### src/rtl/ysyx_23060201_lsu.sv
// ysyx_23060201_lsu: load/store unit between execute and the data-memory stage
module ysyx_23060201_lsu #(
    parameter int ADDR_WIDTH = 32,
    parameter int DATA_WIDTH = 32,
    parameter int RD_TIMEOUT = 255
) (
    input  logic                  clk,
    input  logic                  rst_n,
    input  logic                  in_valid,
    output logic                  in_ready,
    input  logic [ADDR_WIDTH-1:0] in_addr,
    input  logic [DATA_WIDTH-1:0] in_wdata,
    input  logic [2:0]            in_funct3,
    input  logic                  in_is_load,
    input  logic                  in_is_store,
    input  logic [4:0]            in_rd,
    output logic                  mem_wen,
    output logic [ADDR_WIDTH-1:0] mem_waddr,
    output logic [DATA_WIDTH-1:0] mem_wdata,
    output logic [7:0]            mem_wmask,
    output logic                  mem_ren,
    output logic [ADDR_WIDTH-1:0] mem_raddr,
    input  logic [DATA_WIDTH-1:0] mem_rdata,
    input  logic                  mem_rvalid,
    output logic                  out_valid,
    input  logic                  out_ready,
    output logic [DATA_WIDTH-1:0] out_rdata,
    output logic [4:0]            out_rd,
    output logic                  out_err
);
    typedef enum logic [1:0] {IDLE, STORE, LOAD_WAIT, RESP} state_t;
    state_t state, state_n;
    logic [1:0] off;
    logic [2:0] f3;
    logic [3:0] wmask_q, mask_in;
    logic [7:0] cnt;
    logic accept, misal, illegal, err_in, timeout;
    logic [DATA_WIDTH-1:0] shifted, ext;

    assign accept    = in_valid && in_ready;
    assign in_ready  = state == IDLE;
    assign mem_wen   = state == STORE;
    assign mem_ren   = state == LOAD_WAIT;
    assign out_valid = state == RESP;
    assign mem_wmask = {4'b0000, mem_wen ? wmask_q : 4'b0000};
    assign timeout   = cnt == 8'(RD_TIMEOUT - 1);

    always_comb begin
        misal   = (in_funct3[1:0] == 2'b01 && in_addr[0]) || (in_funct3[1:0] == 2'b10 && in_addr[1:0] != 2'b00);
        illegal = in_is_load ? (in_funct3 == 3'b011 || in_funct3[2:1] == 2'b11) : (in_funct3[2] || in_funct3[1:0] == 2'b11);
        err_in  = (in_is_load || in_is_store) && (misal || illegal);
        mask_in = in_funct3[1:0] == 2'b00 ? 4'b0001 << in_addr[1:0] :
                  in_funct3[1:0] == 2'b01 ? 4'b0011 << in_addr[1:0] : 4'b1111;
        shifted = mem_rdata >> {off, 3'b000};
        ext     = f3[1:0] == 2'b00 ? {{(DATA_WIDTH-8){~f3[2] & shifted[7]}}, shifted[7:0]} :
                  f3[1:0] == 2'b01 ? {{(DATA_WIDTH-16){~f3[2] & shifted[15]}}, shifted[15:0]} : shifted;
    end

    always_comb begin
        state_n = state;
        unique case (state)
            IDLE:      state_n = !accept ? IDLE : err_in ? RESP : in_is_load ? LOAD_WAIT : in_is_store ? STORE : RESP;
            STORE:     state_n = RESP;
            LOAD_WAIT: state_n = (mem_rvalid || timeout) ? RESP : LOAD_WAIT;
            RESP:      state_n = out_ready ? IDLE : RESP;
        endcase
    end

    always_ff @(posedge clk or negedge rst_n) begin
        if (!rst_n) state <= IDLE;
        else        state <= state_n;
    end

    always_ff @(posedge clk or negedge rst_n) begin
        if (!rst_n) begin
            off       <= '0;
            f3        <= '0;
            wmask_q   <= '0;
            cnt       <= '0;
            mem_waddr <= '0;
            mem_wdata <= '0;
            mem_raddr <= '0;
            out_rdata <= '0;
            out_rd    <= '0;
            out_err   <= 1'b0;
        end else if (accept) begin
            off       <= in_addr[1:0];
            f3        <= in_funct3;
            wmask_q   <= mask_in;
            cnt       <= '0;
            mem_waddr <= {in_addr[ADDR_WIDTH-1:2], 2'b00};
            mem_raddr <= {in_addr[ADDR_WIDTH-1:2], 2'b00};
            mem_wdata <= in_wdata << {in_addr[1:0], 3'b000};
            out_rdata <= '0;
            out_rd    <= in_rd;
            out_err   <= err_in;
        end else if (state == LOAD_WAIT) begin
            // response wins over a timeout landing on the same cycle
            if (mem_rvalid)   out_rdata <= ext;
            else if (timeout) out_err <= 1'b1;
            else              cnt <= cnt + 8'd1;
        end
    end
endmodule

### config.mk
export PLATFORM = sky130hd
export DESIGN_NAME = ysyx_23060201_lsu
export DESIGN_NICKNAME = d
export VERILOG_FILES = /design/src/rtl/ysyx_23060201_lsu.sv
export SDC_FILE = /design/constraint.sdc
export NUM_CORES = 1
export LEC_CHECK = 0
export ABC_CLOCK_PERIOD_IN_PS = 1600
export BUFFER_PORTS_ARGS = -buffer_cell sky130_fd_sc_hd__buf_4
export CORE_UTILIZATION = 45
export CTS_BUF_LIST = sky130_fd_sc_hd__clkbuf_2 sky130_fd_sc_hd__clkbuf_4 sky130_fd_sc_hd__clkbuf_8
export DETAILED_ROUTE_END_ITERATION = 8
export MAX_ROUTING_LAYER = met4
export PLACE_DENSITY = 0.91
export SETUP_SLACK_MARGIN = 0.5
export SLEW_MARGIN = 15
export SYNTH_ARGS = -nofsm -noshare
export SYNTH_HDL_FRONTEND = slang
export SYNTH_SLANG_ARGS = --single-unit
### constraint.sdc
create_clock -name clk -period 1.6 [get_ports clk]
set_input_delay 0.32 -clock clk [delete_from_list [all_inputs] [get_ports clk]]
set_output_delay 0.32 -clock clk [all_outputs]
set_load 0.01 [all_outputs]
## Word-level counts from Yosys, hierarchy flattened

Cells that the tools add are included.
W data, S select, Z words.

- Input port bits: 111
- Output and inout port bits: 146
- Register bits after elaboration: 119
- Word-level logic and storage cells: 74

- Muxes and demuxes: 24
- Add/sub/neg operators: 1
- Shift-type cells: 4
- Equal/unequal tests: 12
- Reduce and logical (&&, ||, !) cells: 20
- Bitwise gates (word level): 3

Operator list:

| cell | count |
|---|---|
| $mux W32 | 5 |
| $mux W8 | 4 |
| $shl A32 B5 Y32 | 1 |
| $shr A32 B5 Y32 | 1 |
| $mux W4 | 3 |
| $eq A2 B2 Y1 const B | 5 |
| $mux W2 | 5 |
| $add A8 B1 Y8 const B | 1 |
| $eq A8 B8 Y1 const B | 1 |
| $pmux W2 S4 | 1 |
| $reduce_bool A2 Y1 | 4 |
| $eq A2 B1 Y1 const B | 3 |
| $logic_not A2 Y1 | 3 |
| $logic_or A1 B1 Y1 | 6 |
| $mux W1 | 6 |
| $reduce_and A3 Y1 | 2 |
| $logic_and A1 B1 Y1 | 4 |
| $shl A1 B2 Y4 const A | 1 |
| $shl A2 B2 Y4 const A | 1 |
| $eq A3 B2 Y1 const B | 1 |
| $and A1 B1 Y1 | 2 |
| $ne A2 B1 Y1 const B | 1 |
| $ne A2 B2 Y1 const B | 1 |
| $reduce_and A2 Y1 | 1 |
| $not A1 Y1 | 1 |

## Longest topological paths before layout

- Depth in word-level cells: 8
- Depth in mapped cells: 9
- Gate-level depth less buffers: 6

## Worst setup path after synthesis

Ideal clock, no wire load.

- Path type: input port to flip-flop
- Start point: in in_addr[1]
- End point: reg state[0]
- Cell stages on the path: 9
- Data required time: 1.473 ns
- Path buffers: 3
- Data arrival time: 1.854 ns
- Setup slack: -0.381 ns
- Setup time: 0.127 ns
- Path through: buf_2 > buf_2 > buf_1 > inv_1 > ha_1 > nand2b_1 > a221oi_1 > a21oi_1 > or2_2

- Cells in the longest elaborated chain, start to end: 8

RTL lines:

| item | RTL line | RTL |
|---|---|---|
| from (decl) | 11 | `input logic [ADDR_WIDTH-1:0] in_addr,` |
| $reduce_bool A2 Y1 | 49 | `misal = (in_funct3[1:0] == 2'b01 && in_addr[0]) \|\| (in_funct3[1:0] == 2'b10 && in_addr[1:0] != 2'b00);` |
| $logic_and A1 B1 Y1 | 49 |  |
| $logic_or A1 B1 Y1 | 49 |  |
| $logic_or A1 B1 Y1 | 51 | `err_in = (in_is_load \|\| in_is_store) && (misal \|\| illegal);` |
| $logic_and A1 B1 Y1 | 51 |  |
| $mux W2 (2 in a row) | 62 | `IDLE: state_n = !accept ? IDLE : err_in ? RESP : in_is_load ? LOAD_WAIT : in_is_store ? STORE : RESP;` |
| $pmux W2 S4 | 61 | `unique case (state)` |
| net state_n[0] | 32 | `state_t state, state_n;` |
| to (signal assigned) | 71 | `else state <= state_n;` |
| to (decl) | 32 |  |

The timed path passes the listed nets, and every way through them passes these cells.
A chain may end at the register's enable or synchronous reset.

## Worst setup path in the final report

- Start point: reg state[1]
- End point: out mem_wmask[0]

- Cells in the longest elaborated chain, start to end: 2

RTL lines:

| item | RTL line | RTL |
|---|---|---|
| $eq A2 B1 Y1 | 42 | `assign mem_wen = state == STORE;` |
| $mux W4 | 45 | `assign mem_wmask = {4'b0000, mem_wen ? wmask_q : 4'b0000};` |
| to (decl) | 20 | `output logic [7:0] mem_wmask,` |

Every way passes these cells.

==> results.sh <==
export IMPL_num_rows=42
export IMPL_grt_max_degree=39
export IMPL_fin_area_um2=11900
export IMPL_cp_cell_sequence="buf_6 -> nor2b_4 -> and2_1 -> buf_4"
export IMPL_period_share_pct=114
export IMPL_dp_hpwl_um=12700
export IMPL_setup_ws_ps=-230
export IMPL_root_buffer="clkbuf_8"
export IMPL_placed_area_um2=8100
export IMPL_peakVddDrop_mv=1.21
export IMPL_setup_tns_ps=-4620
export IMPL_drive_above_1_share_pct=66.4
export IMPL_hold_viol=0
export IMPL_holdPathEnd="mem_raddr[3]$_DFFE_PN0N_"
export IMPL_async_flop_share_pct=100
export IMPL_startpoint_type="flop"
export IMPL_rsz0062_at_grt="true"
export IMPL_slew_viol_final=0
export IMPL_finClkSkew_ps=22.9
export IMPL_io_buffer_count=248
export IMPL_syn_avg_cell_area_um2=9.61
export IMPL_slowest_delay_ps=410
export IMPL_layout_min_cycle_time_ps=1830
export IMPL_drt_iter0_drc=825
export IMPL_clock_path_buffers=2
export IMPL_io_pins=257
export IMPL_r2r_slack_ps=-220
export IMPL_fp_coreArea_um2=13200
export IMPL_vias=7526
export IMPL_yosysWarnings=0
export IMPL_clock_fmax_ghz=0.547
export IMPL_setup_violations_final=49
export IMPL_r2r_start="off[1]$_DFFE_PN0N_"
export IMPL_leakage_nw=5.81
export IMPL_cts_sinks=119
export IMPL_synth_area_um2=6050
export IMPL_grt_pass1_vias=7398
export IMPL_slew_headroom_pct=49.4
export IMPL_fp_dieArea_um2=13900
export IMPL_cts_tree="built"
export IMPL_gp_congestion=0.883
export IMPL_clkLatencyLatePin_ps=460
export IMPL_cts_made_buffers=17
export IMPL_cts_htree_levels=4
export IMPL_violations="setup timing"
export IMPL_min_delay_path_depth=3
export IMPL_drt_first_pass_iters=5
export IMPL_cap_violations=0
export IMPL_hp_start="in_addr[3]"
export IMPL_worst_slew_pin_slew_ps=757
export IMPL_finalPower_mw=22.9
export IMPL_yosysSeqAreaShare_pct=49.2
export IMPL_regToRegEndpoint="out_rdata[28]$_DFFE_PN0P_"
export IMPL_cp_end_kind="output pin"
export IMPL_ys_types=47
export IMPL_wl_per_cell_um=27.1
export IMPL_place_ws_ps=-348
export IMPL_critPathTopFamily="flip-flops"
export IMPL_cp_required_ps=1280
export IMPL_viasPerCell=6.20
export IMPL_drt_total_wl_um=32800
export IMPL_clk_pin_slew_ps=70
export IMPL_cp_slowest_cell="dfrtp_2"
export IMPL_grt_pass1_wl_um=41600
export IMPL_cp_max_fo=5
export IMPL_synth_seq_cells=119
export IMPL_startpoint="state[1]$_DFF_PN0_"
export IMPL_die_w_um=118
export IMPL_final_antenna_net_count=0
export IMPL_syn2layout_area_growth_pct=97.3
export IMPL_drc_errors=0
export IMPL_status="finished with violations"
export IMPL_chipHeight_um=118
export IMPL_arrival_ps=1510
export IMPL_grt_ovfl_total=0
export IMPL_p_per_area_nw_per_um2=1920
export IMPL_synth_edf_count=0
export IMPL_path_buf_inv=2
export IMPL_antenna_found_initial=1
export IMPL_initial_utilization_pct=45.9
export IMPL_syn_inst=630
export IMPL_holdCritPathClass="primary input to flop"
export IMPL_worstSetupPathType="flop to output pin"
export IMPL_grt_usage_pct=40.8
export IMPL_synth_main_ff_cell="dfrtp_1"
export IMPL_fillers=447
export IMPL_worst_r2r_path_depth=6
export IMPL_final_nets=1141
[how the worst max path moves through the flow]
stage,end,slack (ps),cells after the start
after global routing,mem_wmask[0],-270,4
after detailed placement,out_rdata[19]$_DFFE_PN0P_,-350,4
after global placement,out_rdata[22]$_DFFE_PN0P_,-300,4
after floorplan,state[0]$_DFF_PN0_,-20,9
final,mem_wmask[0],-230,4
after CTS,mem_wmask[1],-150,4
[per-layer routing]
layer  track usage, %  vias up  routed length, um  part of all wire (%)
li1                 -     2936                  -                     -
met1             42.6     3614              10300                    31
met2             67.2      709              15900                    48
met3             11.6      267               3600                    11
met4             26.7        0               2970                   9.1
met5                -        -                  0                     0
[registers in the layout (all words and copies together) (netlist names)]
signal and flops:
mem_wdata 32, out_rdata 32, mem_raddr 30, cnt 8
out_rd 5, wmask_q 4, f3 3, off 2
state 2, out_err 1
[what timing repair did]
item | CTS | global route
hold endpoints to repair | 13 | 0
hold buffers | 1 | 0
pin swaps | 109 | 62
endpoints found under the setup margin | 257 | 257
resized for setup | 351 | 130
gates cloned | 20 | 1
setup buffers | 85 | 53
[power breakdown]
part	internal, mW	total [mW]	switching [mW]
Sequential	4.34	5.79	1.45
Clock	1.68	3.00	1.32
Combinational	7.86	14.1	6.27
Total	13.9	22.9	9.04
[Yosys cell counts (all sizes together) (2+ instances only)]
cell type / instances / area share [%]
a2111oi: 2 / 0.29
a211oi: 10 / 1.2
a21oi: 24 / 2.0
a221o: 16 / 2.6
a22o: 16 / 2.3
a31oi: 2 / 0.21
and2: 16 / 1.7
and3: 7 / 0.74
buf: 61 / 7.1
clkbuf: 14 / 0.87
dfrtp: 119 / 49
ha: 6 / 1.2
inv: 6 / 0.37
mux2: 10 / 1.9
mux2i: 34 / 5.6
mux4: 2 / 0.74
nand2: 170 / 11
nand2b: 2 / 0.21
nand3: 10 / 0.83
nand4: 2 / 0.21
nor2: 23 / 1.5
nor2b: 15 / 1.6
nor3: 3 / 0.33
nor3b: 3 / 0.45
o21a: 2 / 0.25
o21ai: 27 / 2.2
o31ai: 16 / 2.0
or2: 3 / 0.31
[placed cells by master (no fill, tap or decap), types with 6 or more instances in the layout]
cell / netlist / layout
a211oi_1: 10 / 8
a21oi_1: 24 / 15
a21oi_2: 0 / 7
a221o_1: 16 / 16
a22o_1: 16 / 16
and2_1: 16 / 10
and2_4: 0 / 6
buf_12: 0 / 16
buf_16: 0 / 16
buf_4: 41 / 250
buf_6: 4 / 155
clkbuf_8: 0 / 19
conb_1: 1 / 8
dfrtp_1: 119 / 100
dfrtp_2: 0 / 19
mux2_4: 0 / 6
mux2i_1: 34 / 34
nand2_1: 170 / 58
nand2_2: 0 / 53
nand2_4: 0 / 56
nand3_1: 10 / 8
nor2_1: 22 / 19
nor2b_1: 14 / 12
o21ai_0: 27 / 11
o21ai_2: 0 / 10
o31ai_4: 0 / 16
[metrics by stage]
step,std cells,util (%),hold WS (ps)
floorplan,637,-,24.4
global placement,1021,61.4,200
detailed placement,1021,61.4,199
CTS,1158,83.7,49.3
global route,1213,90.5,51.9
finish,1213,90.5,68.3
[tightest hold or removal path, delay by kind of cell]
kind	cells	cell delay, ps
simple gates	2	90
buf+inv	1	80
[area by class of cell]
type / count / area [um2] / share of cell area, %
antenna: 1 / 2.50 / 0.0210
clock buffer: 23 / 292 / 2.44
clock inverter: 8 / 123 / 1.03
inverter: 6 / 25.0 / 0.210
multi-input combinational: 439 / 3800 / 31.8
sequential: 119 / 3000 / 25.1
tap: 176 / 220 / 1.84
timing repair buffer: 441 / 4480 / 37.5
[cells by family after synthesis]
kind of cell / Yosys count / share of synthesized area, %
AOI/OAI and AO/OA: 120 / 13.9
adders and majority gates: 6 / 1.24
buffers and inverters: 81 / 8.37
DFF: 119 / 49.2
muxes: 46 / 8.23
other: 1 / 0.0620
and+or+nand+nor: 257 / 19.0
Power figures use the tool's default switching activity.
